===== src/rtl/status_cond_unit_if.sv =====
// rtl/status_cond_unit_if.sv - request, flag and redirect/link signals of the branch resolver
interface status_cond_unit_if;
    logic        flag_we;
    logic        alu_n;
    logic        alu_z;
    logic        alu_v;
    logic        cond_valid;
    logic [3:0]  cond_sel;
    logic        link;
    logic [31:0] pc_plus4;
    logic [31:0] target;

    logic        status_n;
    logic        status_z;
    logic        status_v;
    logic        busy;
    logic        redirect_valid;
    logic [31:0] redirect_pc;
    logic        link_we;
    logic [4:0]  link_addr;
    logic [31:0] link_data;
    logic [15:0] taken_cnt;

    modport master (
        output flag_we, alu_n, alu_z, alu_v, cond_valid, cond_sel, link, pc_plus4, target,
        input  status_n, status_z, status_v, busy, redirect_valid, redirect_pc,
               link_we, link_addr, link_data, taken_cnt
    );

    modport slave (
        input  flag_we, alu_n, alu_z, alu_v, cond_valid, cond_sel, link, pc_plus4, target,
        output status_n, status_z, status_v, busy, redirect_valid, redirect_pc,
               link_we, link_addr, link_data, taken_cnt
    );
endinterface


===== src/rtl/status_cond_unit.sv =====
// rtl/status_cond_unit.sv - N/Z/V status capture and conditional branch / branch-and-link resolver
module status_cond_unit (
    input  logic             clk,
    input  logic             rst_n,
    status_cond_unit_if.slave bus
);

    typedef enum logic [1:0] {
        IDLE  = 2'd0,
        LINK  = 2'd1,
        REDIR = 2'd2
    } state_t;

    state_t      state_q, state_d;
    logic        status_n_q, status_n_d;
    logic        status_z_q, status_z_d;
    logic        status_v_q, status_v_d;
    logic        busy_q, busy_d;
    logic        redirect_valid_q, redirect_valid_d;
    logic [31:0] redirect_pc_q, redirect_pc_d;
    logic        link_we_q, link_we_d;
    logic [31:0] link_data_q, link_data_d;
    logic [31:0] target_q, target_d;
    logic [15:0] taken_cnt_q, taken_cnt_d;

    logic eval_n, eval_z, eval_v;
    logic cond_true;

    function automatic logic cond_eval(input logic [3:0] sel, input logic n, input logic z,
                                       input logic v);
        logic r;
        case (sel)
            4'h0:    r = z;
            4'h1:    r = !z;
            4'h2:    r = n;
            4'h3:    r = !n;
            4'h4:    r = v;
            4'h5:    r = !v;
            4'h6:    r = n ^ v;
            4'h7:    r = !(n ^ v);
            4'h8:    r = (n ^ v) | z;
            4'h9:    r = !((n ^ v) | z);
            4'hA:    r = 1'b1;
            default: r = 1'b0;
        endcase
        return r;
    endfunction

    // Same-cycle flag write is forwarded so a compare-and-branch pair needs no bubble
    always_comb begin
        eval_n = bus.flag_we ? bus.alu_n : status_n_q;
        eval_z = bus.flag_we ? bus.alu_z : status_z_q;
        eval_v = bus.flag_we ? bus.alu_v : status_v_q;
        cond_true = cond_eval(bus.cond_sel, eval_n, eval_z, eval_v);
    end

    always_comb begin
        state_d          = state_q;
        status_n_d       = bus.flag_we ? bus.alu_n : status_n_q;
        status_z_d       = bus.flag_we ? bus.alu_z : status_z_q;
        status_v_d       = bus.flag_we ? bus.alu_v : status_v_q;
        busy_d           = busy_q;
        redirect_valid_d = 1'b0;
        redirect_pc_d    = redirect_pc_q;
        link_we_d        = 1'b0;
        link_data_d      = link_data_q;
        target_d         = target_q;
        taken_cnt_d      = taken_cnt_q;

        case (state_q)
            IDLE: begin
                busy_d = 1'b0;
                if (bus.cond_valid && cond_true) begin
                    busy_d   = 1'b1;
                    target_d = bus.target;
                    if (taken_cnt_q != 16'hFFFF) begin
                        taken_cnt_d = taken_cnt_q + 16'd1;
                    end
                    if (bus.link) begin
                        state_d     = LINK;
                        link_we_d   = 1'b1;
                        link_data_d = bus.pc_plus4;
                    end else begin
                        state_d          = REDIR;
                        redirect_valid_d = 1'b1;
                        redirect_pc_d    = bus.target;
                    end
                end
            end
            LINK: begin
                state_d          = REDIR;
                busy_d           = 1'b1;
                redirect_valid_d = 1'b1;
                redirect_pc_d    = target_q;
            end
            REDIR: begin
                state_d = IDLE;
                busy_d  = 1'b0;
            end
            default: begin
                state_d = IDLE;
                busy_d  = 1'b0;
            end
        endcase
    end

    always_ff @(posedge clk or negedge rst_n) begin
        if (!rst_n) begin
            state_q          <= IDLE;
            status_n_q       <= 1'b0;
            status_z_q       <= 1'b0;
            status_v_q       <= 1'b0;
            busy_q           <= 1'b0;
            redirect_valid_q <= 1'b0;
            redirect_pc_q    <= 32'd0;
            link_we_q        <= 1'b0;
            link_data_q      <= 32'd0;
            target_q         <= 32'd0;
            taken_cnt_q      <= 16'd0;
        end else begin
            state_q          <= state_d;
            status_n_q       <= status_n_d;
            status_z_q       <= status_z_d;
            status_v_q       <= status_v_d;
            busy_q           <= busy_d;
            redirect_valid_q <= redirect_valid_d;
            redirect_pc_q    <= redirect_pc_d;
            link_we_q        <= link_we_d;
            link_data_q      <= link_data_d;
            target_q         <= target_d;
            taken_cnt_q      <= taken_cnt_d;
        end
    end

    assign bus.status_n       = status_n_q;
    assign bus.status_z       = status_z_q;
    assign bus.status_v       = status_v_q;
    assign bus.busy           = busy_q;
    assign bus.redirect_valid = redirect_valid_q;
    assign bus.redirect_pc    = redirect_pc_q;
    assign bus.link_we        = link_we_q;
    assign bus.link_addr      = 5'd31;
    assign bus.link_data      = link_data_q;
    assign bus.taken_cnt      = taken_cnt_q;

endmodule


===== src/flat_wrapper.sv =====
// flat-port wrapper written by rule: the top's interface ports become plain ports
module status_cond_unit_flat 
  (clk, rst_n, bus_flag_we, bus_alu_n, bus_alu_z, bus_alu_v, bus_cond_valid, bus_cond_sel, bus_link, bus_pc_plus4, bus_target, bus_status_n, bus_status_z, bus_status_v, bus_busy, bus_redirect_valid, bus_redirect_pc, bus_link_we, bus_link_addr, bus_link_data, bus_taken_cnt);
  status_cond_unit_if bus_i ();
  input  logic clk;
  input  logic rst_n;
  input wire logic [$bits(bus_i.flag_we)-1:0] bus_flag_we;
  input wire logic [$bits(bus_i.alu_n)-1:0] bus_alu_n;
  input wire logic [$bits(bus_i.alu_z)-1:0] bus_alu_z;
  input wire logic [$bits(bus_i.alu_v)-1:0] bus_alu_v;
  input wire logic [$bits(bus_i.cond_valid)-1:0] bus_cond_valid;
  input wire logic [$bits(bus_i.cond_sel)-1:0] bus_cond_sel;
  input wire logic [$bits(bus_i.link)-1:0] bus_link;
  input wire logic [$bits(bus_i.pc_plus4)-1:0] bus_pc_plus4;
  input wire logic [$bits(bus_i.target)-1:0] bus_target;
  output wire logic [$bits(bus_i.status_n)-1:0] bus_status_n;
  output wire logic [$bits(bus_i.status_z)-1:0] bus_status_z;
  output wire logic [$bits(bus_i.status_v)-1:0] bus_status_v;
  output wire logic [$bits(bus_i.busy)-1:0] bus_busy;
  output wire logic [$bits(bus_i.redirect_valid)-1:0] bus_redirect_valid;
  output wire logic [$bits(bus_i.redirect_pc)-1:0] bus_redirect_pc;
  output wire logic [$bits(bus_i.link_we)-1:0] bus_link_we;
  output wire logic [$bits(bus_i.link_addr)-1:0] bus_link_addr;
  output wire logic [$bits(bus_i.link_data)-1:0] bus_link_data;
  output wire logic [$bits(bus_i.taken_cnt)-1:0] bus_taken_cnt;
  assign bus_i.flag_we = bus_flag_we;
  assign bus_i.alu_n = bus_alu_n;
  assign bus_i.alu_z = bus_alu_z;
  assign bus_i.alu_v = bus_alu_v;
  assign bus_i.cond_valid = bus_cond_valid;
  assign bus_i.cond_sel = bus_cond_sel;
  assign bus_i.link = bus_link;
  assign bus_i.pc_plus4 = bus_pc_plus4;
  assign bus_i.target = bus_target;
  assign bus_status_n = bus_i.status_n;
  assign bus_status_z = bus_i.status_z;
  assign bus_status_v = bus_i.status_v;
  assign bus_busy = bus_i.busy;
  assign bus_redirect_valid = bus_i.redirect_valid;
  assign bus_redirect_pc = bus_i.redirect_pc;
  assign bus_link_we = bus_i.link_we;
  assign bus_link_addr = bus_i.link_addr;
  assign bus_link_data = bus_i.link_data;
  assign bus_taken_cnt = bus_i.taken_cnt;
  status_cond_unit u_core (.clk(clk), .rst_n(rst_n), .bus(bus_i));
endmodule

===== config.mk =====
export PLATFORM = sky130hd
export DESIGN_NAME = status_cond_unit_flat
export DESIGN_NICKNAME = d
export VERILOG_FILES = /design/src/rtl/status_cond_unit_if.sv /design/src/rtl/status_cond_unit.sv /design/src/flat_wrapper.sv
export SDC_FILE = /design/constraint.sdc
export NUM_CORES = 1
export LEC_CHECK = 0
export CORE_ASPECT_RATIO = 0.75
export CORE_UTILIZATION = 28
export DETAILED_ROUTE_END_ITERATION = 10
export GPL_TIMING_DRIVEN = 1
export PLACE_DENSITY_LB_ADDON = 0.05
export REMOVE_ABC_BUFFERS = 1
export SYNTH_ARGS = -nofsm -noshare
export SYNTH_HDL_FRONTEND = slang
export SYNTH_SLANG_ARGS = --single-unit

===== constraint.sdc =====
create_clock -name clk -period 2.25 [get_ports clk]
set_input_delay 0.225 -clock clk [delete_from_list [all_inputs] [get_ports clk]]
set_output_delay 0.225 -clock clk [all_outputs]
set_load 0.01 [all_outputs]

==> results of run 1 <==
## area by class of cell
type | instances | area (um^2)
Antenna cell | 1 | 2.502
Clock buffer | 20 | 446.7
Clock inverter | 12 | 127.6
Fill cell | 1715 | 9882
Inverter | 3 | 11.26
Multi-Input combinational cell | 305 | 3040
Sequential cell | 120 | 3003
Tap cell | 253 | 316.6
Timing Repair Buffer | 244 | 2549
## power by group
group	internal [mW]	leakage (nW)	total (mW)	switching, mW
Sequential	2.96	1.44	3.50	0.540
Clock	1.65	0.272	2.64	0.984
Combinational	2.26	2.38	3.63	1.37
Total	6.87	4.10	9.76	2.90
## cell usage in the layout, fill, tap and decap left out, types with 3 or more instances in the layout
cell type | Yosys | routed
clkdlybuf4s50_1 | 0 | 160
dfrtp_1 | 120 | 120
mux2_4 | 29 | 65
buf_4 | 5 | 54
nor2_1 | 42 | 40
nor3_1 | 69 | 37
a211oi_2 | 0 | 30
nor3_2 | 2 | 26
clkbuf_16 | 0 | 21
nand2_1 | 16 | 14
buf_12 | 4 | 13
xor2_1 | 12 | 12
buf_6 | 2 | 9
nor4_4 | 0 | 8
nor3_4 | 0 | 8
nand3_1 | 5 | 5
conb_1 | 1 | 5
clkinvlp_4 | 0 | 4
clkinv_2 | 0 | 4
inv_1 | 3 | 3
nor3b_2 | 0 | 3
## what timing repair did
item,in CTS,in global routing
pin swaps,7,26
setup endpoints to repair,106,115
endpoints found under the hold margin,34,0
cloned,3,4
gates resized for setup,67,93
hold buffers,1,0
buffers inserted,8,11
## routing by layer
metal | up-vias | wire (um)
met5 | - | 0
met1 | 2327 | 8107
met2 | 145 | 8293
li1 | 2122 | -
met4 | 0 | 169
met3 | 15 | 1366
## metrics by stage
stage	area (um^2)	power (mW)	worst slack, ns	util (%)
6_report	9497	9.761	-0.2071	49.01
5_1_grt	9494	10.29	-0.2931	48.99
4_1_cts	8892	9.554	-0.2177	45.89
3_5_place_dp	7823	6.481	-0.6684	40.37
3_3_place_gp	7823	6.417	-0.6510	40.37
2_1_floorplan	5321	4.603	-1.483	-
## sequential cells by signal, indices dropped and copies added, names as in the netlist
signal	cells
u_core.bus.busy	1
u_core.target_q	32
u_core.bus.status_v	1
u_core.state_q	2
u_core.bus.redirect_pc	32
u_core.bus.status_n	1
u_core.bus.link_data	32
u_core.bus.taken_cnt	16
u_core.bus.status_z	1
u_core.bus.link_we	1
u_core.bus.redirect_valid	1
## kinds of logic (layout without fill, tap and decap cells)
logic type	count (synthesis)	in the layout	synth area share (%)
other cells	1	6	0.06762
mux	71	71	16.56
simple gates	164	164	15.34
buf+inv	39	279	4.513
flops	120	120	54.15
fa+ha+maj	1	1	0.2256
xor+xnor	15	15	2.369
compound gates	49	49	6.769
## worst max path at each step
stage	to	slack, ns	cells past startpoint
final	u_core.bus.link_data[29]$_DFFE_PN0P_	-0.21	7
after global routing	u_core.bus.redirect_pc[18]$_DFFE_PN0P_	-0.29	12
after CTS	u_core.target_q[29]$_DFFE_PN0P_	-0.22	8
after detailed placement	u_core.bus.taken_cnt[12]$_DFFE_PN0P_	-0.67	8
after global placement	u_core.bus.taken_cnt[12]$_DFFE_PN0P_	-0.65	8
after floorplan	u_core.bus.redirect_pc[22]$_DFFE_PN0P_	-1.48	6
## worst max-delay path: cells and delay by family, from the launching register on
kind                   cells  cell delay, ns
buffers and inverters      1            0.17
DFF                        1            0.41
muxes                      2            0.79
and+or+nand+nor            2            0.40
AOI/OAI and AO/OA          2            0.55
==> flow_summary.yaml, run 1 <==
outcome:
  status: "complete, but fails checks"
  violations: "setup timing"
logic_synthesis:
  synth.avg_cell_area_um2: 12.06
  synth_top_area_share_pct: 54.15
  synth.cell_area_mm2: 0.005545
  synth_async_sr_flop_share_pct: 100.0
  synth_area_leaders: "dfrtp_1 (54%), mux2_4 (7.9%), mux2_1 (7.5%), nor3_1 (6.2%), a211oi_1 (4.2%)"
  syn-instance-count: 460
  ys_ff_latch: 120
  ys_top_cells_by_count: "dfrtp_1 (120), nor3_1 (69), nor2_1 (42)"
  yosysWarnings: 0
  ys.flop_type: "dfrtp_1"
  ys_types: 50
  synth-edff-count: 0
  synth_area_leader_cell: "dfrtp_1"
  synth.most_common_cell: "dfrtp_1"
  seq_area_frac_synth_pct: 54.15
sta:
  period_minus_slack_ns: 2.457
  finalCritPeriodShare_pct: 109.2
  setup_ws_ns: -0.2071
  hold_viol: 0
  drv_slew: 0
  clock_skew_ns: 0.01399
  setup_viol: 111
  worst_pin_slew_ns: 0.7224
  max_freq_mhz: 407.0
  rsz0062_at_grt: "true"
  relSlewSlack_pct: 51.84
  fin_tns_setup_ns: -15.13
  timing.hold.ws_ns: 0.3198
global_routing:
  grt_pass1_wl_um: 25880
  grtUsageMet2_pct: 26.24
  grt_pass1_vias: 4704
  grt_use_met1_pct: 22.40
  antenna_found_initial: 1
  grt-busiest-layer: "met2"
  grt_overflow_total: 0
  grt_use_met3_pct: 6.194
  grt_usage_pct: 17.04
  grt_max_degree: 46
critical_path:
  arrival_ns: 2.74
  slowest_stage: "mux4_2"
  worstRegToRegCells: 7
  cp_cell_sequence: "mux4_2 > o31a_1 > o32a_1 > nand3_4 > and3_4 > buf_12 > mux2_4"
  cpPeakStageDelay_ns: 0.49
  rrSetupSlack_ns: -0.21
  cp-end-kind: "flop"
  r2r_start: "u_core.bus.status_n$_DFF_PN0_"
  required_ns: 2.54
  cp-startpoint: "u_core.bus.status_n$_DFF_PN0_"
  crit_path_start_kind: "flop"
  path_class: "reg2reg"
  critPathMaxFanout: 10
  reg2reg_to: "u_core.bus.link_data[29]$_DFFE_PN0P_"
finish:
  syn_to_final_growth_pct: 71.25
  instances_no_fill: 958
  nets: 768
  drive_gt1_share_pct: 39.20
pwr:
  vdd_ir_drop_max_mv: 0.6450
  leakagePower_nw: 4.097
  cellPowerDensity_mw_per_mm2: 1028
clock_network:
  cts-root-buf: "clkbuf_16"
  cts_tree: "yes"
  h-tree-depth: 4
  clkTransAtPathRegs_ns: 0.06
  insertion_delay_ns: 0.41
  clock_sinks: 120
  clockBufferDepth: 2
  cts_made_buffers: 17
place:
  routabilityCongestion: 0.8042
  port_buffers: 161
  post-place-cells: 899
  hpwl_um: 10730
floorplanning:
  die_w_um: 164.5
  start_util_pct: 28.62
  std_cell_rows: 44
  io_pins: 167
  die-area_mm2: 0.02038
  fp.coreArea_mm2: 0.01938
  die_h_um: 123.9
worst_hold_path:
  hp-class: "in2async"
routing:
  vias: 4609
  routedWlPerCell_um: 18.72
  via_per_inst: 4.811
  drtPass1Iterations: 6
  ant_nets: 0
  drtIter0Drc: 201
  drc: 0
  route.final.wire_length_um: 17940
job:
  max-cap-violations: 0
Power figures use the tool's default switching activity.
==> run 2, diff against run 1 <==
--- a/config.mk
+++ b/config.mk
@@ -6,11 +6,12 @@
 export NUM_CORES = 1
 export LEC_CHECK = 0
 export CORE_ASPECT_RATIO = 0.75
-export CORE_UTILIZATION = 28
+export CORE_UTILIZATION = 43
 export DETAILED_ROUTE_END_ITERATION = 10
 export GPL_TIMING_DRIVEN = 1
 export PLACE_DENSITY_LB_ADDON = 0.05
 export REMOVE_ABC_BUFFERS = 1
+export SLEW_MARGIN = 10
 export SYNTH_ARGS = -nofsm -noshare
 export SYNTH_HDL_FRONTEND = slang
 export SYNTH_SLANG_ARGS = --single-unit
==> run 2 against run 1 <==
Net effect:
- the flow still finishes with violations (setup timing)
- fmax up 1.3%
- largest power group is now registers
- worst setup slack better by 0.032 ns
- final cell count down 11%
- highest routed layer unchanged
- total power down 1.5%
- sequential share of layout area up 2.5 points
- clock-buffer cell count down 3
- register-to-register slack better by 0.03 ns
- first-iteration DRC count down 27%
- final area down 7.2%
- non-clock buffer count down 13
==> flow_summary.yaml, run 2 (same netlist as run 1, synthesis figures left out) <==
outcome:
  status: "complete, but fails checks"
  violations: "setup timing"
routing:
  drtIter0Drc: 147
  drc: 0
  wl_met1_um: 6699
  route.top_layer_used: "met4"
  vias: 4509
  dr_wl_met2_um: 7139
  route.met3.wl_um: 978
  drtPass1Iterations: 4
  via_per_inst: 5.261
  ant_nets: 0
  route.final.wire_length_um: 14970
  routedWlPerCell_um: 17.47
critical_path:
  slowest_stage: "mux4_2"
  required_ns: 2.53
  worstRegToRegCells: 7
  r2r_start: "u_core.bus.status_n$_DFF_PN0_"
  cp-end-kind: "flop"
  reg2reg_to: "u_core.bus.link_data[29]$_DFFE_PN0P_"
  path_class: "reg2reg"
  cpPeakStageDelay_ns: 0.48
  arrival_ns: 2.71
  critPathMaxFanout: 12
  cp_cell_sequence: "mux4_2 > o31a_1 > o32a_1 > nand3_4 > and3_4 > clkbuf_16 > mux2_4"
  rrSetupSlack_ns: -0.18
  crit_path_start_kind: "flop"
pwr:
  leakagePower_nw: 3.792
  cellPowerDensity_mw_per_mm2: 1091
  vdd_ir_drop_max_mv: 0.8072
floorplanning:
  fp.coreArea_mm2: 0.01244
  start_util_pct: 44.59
  die_w_um: 133.1
  io_pins: 167
  die-area_mm2: 0.01336
  die_h_um: 100.3
  std_cell_rows: 35
place:
  dpl_cell_area_mm2: 0.007576
  routabilityCongestion: 0.8299
  port_buffers: 161
  post-place-cells: 801
  hpwl_um: 9688
worst_hold_path:
  hp-class: "in2async"
clock_network:
  clock_sinks: 120
  h-tree-depth: 4
  cts_made_buffers: 17
  cts_tree: "yes"
  cts-root-buf: "clkbuf_16"
  clockBufferDepth: 2
  insertion_delay_ns: 0.41
  clkTransAtPathRegs_ns: 0.06
finish:
  instances_no_fill: 857
  syn_to_final_growth_pct: 58.87
  fill_cells: 866
  mostFrequentLayoutCells: "clkdlybuf4s50_1 (160), dfrtp_1 (119), nor3_1 (52)"
  antenna_cells: 0
  layout_commonest_cell: "clkdlybuf4s50_1"
  nets: 755
  drive_gt1_share_pct: 26.05
  fin_area_mm2: 0.008810
sta:
  rsz0062_at_grt: "true"
  hold_viol: 0
  period_minus_slack_ns: 2.425
  relSlewSlack_pct: 59.93
  finalCritPeriodShare_pct: 107.8
  setup_viol: 108
  max_freq_mhz: 412.3
  drv_slew: 0
  setup_ws_ns: -0.1752
  clock_skew_ns: 0.006867
  worst_pin_slew_ns: 0.5991
job:
  max-cap-violations: 0
global_routing:
  grt_usage_pct: 22.93
  grt_pass1_wl_um: 23630
  grt_pass1_vias: 4585
  grt_max_degree: 50
  grt_overflow_total: 0
  antenna_found_initial: 0
[run 2: cell count changes in the layout (fill, tap and decap cells not counted), moves of 5 or more]
cell / previous run / this run
nor3_1: 37 / 52
buf_6: 9 / 15
mux2_1: 2 / 36
mux2_4: 65 / 31
buf_4: 54 / 45
buf_12: 13 / 6
nor3_2: 26 / 16
a211oi_2: 30 / 0
a211oi_1: 0 / 31
nor3_4: 8 / 3
[run 2: how the worst max path moves through the flow]
stage,start,to,slack (ns),depth (start not counted)
floorplan,bus_cond_sel[1],u_core.bus.redirect_pc[22]$_DFFE_PN0P_,-1.48,6
global placement,bus_flag_we,u_core.bus.redirect_pc[22]$_DFFE_PN0P_,-0.60,8
detailed placement,bus_flag_we,u_core.bus.redirect_pc[22]$_DFFE_PN0P_,-0.67,9
CTS,u_core.bus.status_n$_DFF_PN0_,u_core.bus.taken_cnt[12]$_DFFE_PN0P_,-0.18,7
global route,u_core.bus.status_n$_DFF_PN0_,u_core.bus.link_data[10]$_DFFE_PN0P_,-0.27,7
finish,u_core.bus.status_n$_DFF_PN0_,u_core.bus.link_data[29]$_DFFE_PN0P_,-0.18,7
[run 2: report_power, final]
part / internal, mW / switching, mW / leakage [nW]
sequential: 2.95 / 0.504 / 1.44
clock: 2.08 / 1.01 / 0.316
combinational: 1.88 / 1.18 / 2.04
[run 2: timing repair]
item | CTS | global route
endpoints found under the hold margin | 61 | 0
cloned | 0 | 1
pin swaps | 24 | 11
endpoints found under the setup margin | 112 | 115
gates resized for setup | 37 | 30
setup buffers | 12 | 10
hold buffers | 1 | 0
[run 2: critical path: cells and delay by family (launching register included)]
family	cells	cell delay [ns]
AO/OA/AOI/OAI	2	0.51
buffers and inverters	1	0.21
flip-flops	1	0.43
multiplexers	2	0.78
AND/OR/NAND/NOR	2	0.37
[run 2: layout make-up]
| cell class | count | area [um^2] | area share [%] |
|---|---|---|---|
| Tap cell | 166 | 207.7 | 2.358 |
| Sequential cell | 120 | 3004 | 34.10 |
| Clock inverter | 15 | 250.2 | 2.841 |
| Multi-Input combinational cell | 305 | 2604 | 29.56 |
| Inverter | 3 | 11.26 | 0.1278 |
| Timing Repair Buffer | 231 | 2307 | 26.19 |
| Clock buffer | 17 | 425.4 | 4.829 |
[run 2: metrics by stage]
stage | hold WS (ns) | setup TNS, ns | worst slack (ns) | util [%] | total power [mW]
4_1_cts | 0.2093 | -11.50 | -0.1825 | 68.77 | 9.597
2_1_floorplan | -0.07059 | -114.02 | -1.483 | - | 4.603
3_5_place_dp | 0.09677 | -63.63 | -0.6660 | 60.92 | 6.345
6_report | 0.2121 | -12.29 | -0.1752 | 70.84 | 9.612
3_3_place_gp | 0.09354 | -58.08 | -0.6001 | 60.92 | 6.263
5_1_grt | 0.2377 | -23.15 | -0.2662 | 70.84 | 10.09
[run 2: routing by layer]
metal / track usage [%] / vias to the layer above
li1: - / 2102
met1: 30.15 / 2244
met2: 36.97 / 149
met3: 6.465 / 14
met4: 7.255 / 0
met5: 0 / -
==> run 3, diff against run 2 <==
--- a/config.mk
+++ b/config.mk
@@ -6,7 +6,7 @@
 export NUM_CORES = 1
 export LEC_CHECK = 0
 export CORE_ASPECT_RATIO = 0.75
-export CORE_UTILIZATION = 43
+export CORE_UTILIZATION = 30
 export DETAILED_ROUTE_END_ITERATION = 10
 export GPL_TIMING_DRIVEN = 1
 export PLACE_DENSITY_LB_ADDON = 0.05
==> run 3 against run 2 <==
Net effect:
- the run still ends with setup timing left
- final cell count up 11%
- clock skew up 0.0020 ns
- non-clock buffer count up 18
- sequential cell count unchanged
- fmax down 0.95%
- die area up 43%
- hold slack better by 0.12 ns
- total power down 4.0%
- first-iteration DRC count up 44%
- sequential power about the same
- global-route usage down 5.4 points
- critical endpoint is now u_core.bus.link_data[28]$_DFFE_PN0P_
- largest power group unchanged
==> flow_summary.yaml, run 3 (same netlist as run 1, synthesis figures left out) <==
finish:
  multiInputGateArea_mm2: 0.002694
  register_area_mm2: 0.003003
  antenna_cells: 0
  syn_to_final_growth_pct: 63.76
  final_util_pct: 50.83
  mostFrequentLayoutCells: "clkdlybuf4s50_1 (160), dfrtp_1 (120), buf_4 (64)"
  nets: 773
  drive_gt1_share_pct: 29.94
  layout_commonest_cell: "clkdlybuf4s50_1"
  fill_cells: 1556
pwr:
  p_int_mw: 6.533
  p_sw_share_pct: 29.24
  p_sw_mw: 2.699
  clkPwrFrac_pct: 25.9
  vdd_ir_drop_max_mv: 0.5197
  power_mw: 9.232
  leakagePower_nw: 3.983
  seqPwrFrac_pct: 37.3
  pwr-share-comb_pct: 36.8
  cellPowerDensity_mw_per_mm2: 1017
sta:
  setup_ws_ns: -0.1986
  period_minus_slack_ns: 2.449
  worst_pin_slew_ns: 0.5126
  drv_slew: 0
  clock_skew_ns: 0.008819
  max_freq_mhz: 408.4
  hold_viol: 0
  relSlewSlack_pct: 65.83
  finalCritPeriodShare_pct: 108.8
  setup_viol: 102
  timing.hold.ws_ns: 0.3282
  rsz0062_at_grt: "true"
global_routing:
  grt_overflow_total: 0
  grt_use_met1_pct: 23.37
  antenna_found_initial: 0
  grt-busiest-layer: "met2"
  grt_usage_pct: 17.51
  grt_use_met3_pct: 6.256
  grtUsageMet2_pct: 25.69
  grt_pass1_wl_um: 25770
  grt_pass1_vias: 4783
  grt_max_degree: 43
floorplanning:
  start_util_pct: 31.04
  fp.coreArea_mm2: 0.01787
  io_pins: 167
  die_h_um: 119.7
  die_w_um: 159.0
  std_cell_rows: 42
  die-area_mm2: 0.01904
clock_network:
  h-tree-depth: 4
  cts_made_buffers: 17
  clkTransAtPathRegs_ns: 0.05
  clockBufferDepth: 2
  cts_tree: "yes"
  clock_sinks: 120
  insertion_delay_ns: 0.41
  cts-root-buf: "clkbuf_16"
critical_path:
  crit_path_start_kind: "flop"
  r2r_start: "u_core.bus.status_n$_DFF_PN0_"
  worstRegToRegCells: 7
  arrival_ns: 2.74
  slowest_stage: "mux4_2"
  required_ns: 2.54
  critPathMaxFanout: 18
  cp_cell_sequence: "mux4_2 > o31a_1 > o32a_1 > nand3_4 > and3_4 > buf_12 > mux2_4"
  cp-end-kind: "flop"
  reg2reg_to: "u_core.bus.link_data[28]$_DFFE_PN0P_"
  cpPeakStageDelay_ns: 0.49
  path_class: "reg2reg"
  rrSetupSlack_ns: -0.20
routing:
  routedWlPerCell_um: 17.46
  drtPass1Iterations: 4
  vias: 4557
  drc: 0
  route.final.wire_length_um: 16590
  via_per_inst: 4.797
  drtIter0Drc: 211
  ant_nets: 0
outcome:
  violations: "setup timing"
  status: "complete, but fails checks"
job:
  max-cap-violations: 0
worst_hold_path:
  hp-class: "in2async"
place:
  hpwl_um: 10910
  port_buffers: 161
  routabilityCongestion: 0.7874
==> run 3: cell types whose count changed in the layout (fill, tap and decap cells not counted), moves of 6 or more <==
| cell | change |
|---|---|
| mux2_4 | +27 |
| buf_6 | -13 |
| bufinv_16 | -6 |
| buf_12 | +9 |
| mux2_1 | -27 |
| buf_4 | +19 |
| nor3_2 | -11 |
| nor3_1 | +11 |
==> run 3: power by group through the flow <==
stage / Combinational, mW / Clock (mW) / Sequential (mW)
finish: 3.40 / 2.39 / 3.45
global route: 3.63 / 2.56 / 3.54
CTS: 3.27 / 2.46 / 3.44
detailed placement: 3.04 / 0 / 3.44
global placement: 3.00 / 0 / 3.42
floorplan: 0.960 / 0 / 3.64
==> run 3: how the worst max path moves through the flow <==
stage / cells past startpoint / slack, ns / to / start
floorplan: 6 / -1.48 / u_core.bus.redirect_pc[22]$_DFFE_PN0P_ / bus_cond_sel[1]
global placement: 9 / -0.56 / u_core.bus.taken_cnt[6]$_DFFE_PN0P_ / bus_flag_we
detailed placement: 11 / -0.59 / u_core.bus.taken_cnt[6]$_DFFE_PN0P_ / bus_flag_we
CTS: 7 / -0.20 / u_core.bus.link_data[28]$_DFFE_PN0P_ / u_core.bus.status_n$_DFF_PN0_
global route: 7 / -0.28 / u_core.bus.link_data[28]$_DFFE_PN0P_ / u_core.bus.status_n$_DFF_PN0_
finish: 7 / -0.20 / u_core.bus.link_data[28]$_DFFE_PN0P_ / u_core.bus.status_n$_DFF_PN0_
==> run 3: cell type report <==
cell class	instances	share of cell area, %
inverters	3	0.1240
well taps	242	3.334
repair buffers	249	28.11
clock inverters	8	0.5511
multi-input cells	305	29.66
flip-flops and latches	120	33.07
clock buffers	23	5.153
==> run 3: per-layer routing <==
| metal | up-vias | wire length [um] |
|---|---|---|
| met5 | - | 0 |
| met4 | 0 | 246 |
| met3 | 20 | 1344 |
| met2 | 174 | 7308 |
| met1 | 2238 | 7690 |
| li1 | 2125 | - |
==> run 3: what timing repair did <==
| item | 4_1_cts | 5_1_grt |
|---|---|---|
| resized for setup | 42 | 36 |
| hold endpoints to repair | 29 | 0 |
| setup endpoints to repair | 104 | 112 |
| buffers inserted | 5 | 14 |
| pin swaps | 5 | 32 |
| hold buffers | 1 | 0 |
| gates cloned | 1 | 3 |
==> run 3: through the flow <==
| step | setup TNS, ns | cells | cell area, um^2 | setup slack [ns] |
|---|---|---|---|---|
| finish | -11.05 | 950 | 9081 | -0.1986 |
| global route | -20.32 | 950 | 9081 | -0.2765 |
| CTS | -13.78 | 933 | 8715 | -0.2011 |
| detailed placement | -55.99 | 895 | 7891 | -0.5907 |
| global placement | -51.81 | 895 | 7891 | -0.5604 |
| floorplan | -114.02 | 428 | 5321 | -1.483 |
==> run 3: critical path: cells and delay by family (launching register included) <==
family	cells	cell delay (ns)
flops	1	0.41
mux	2	0.81
buf+inv	1	0.19
compound gates	2	0.56
simple gates	2	0.36
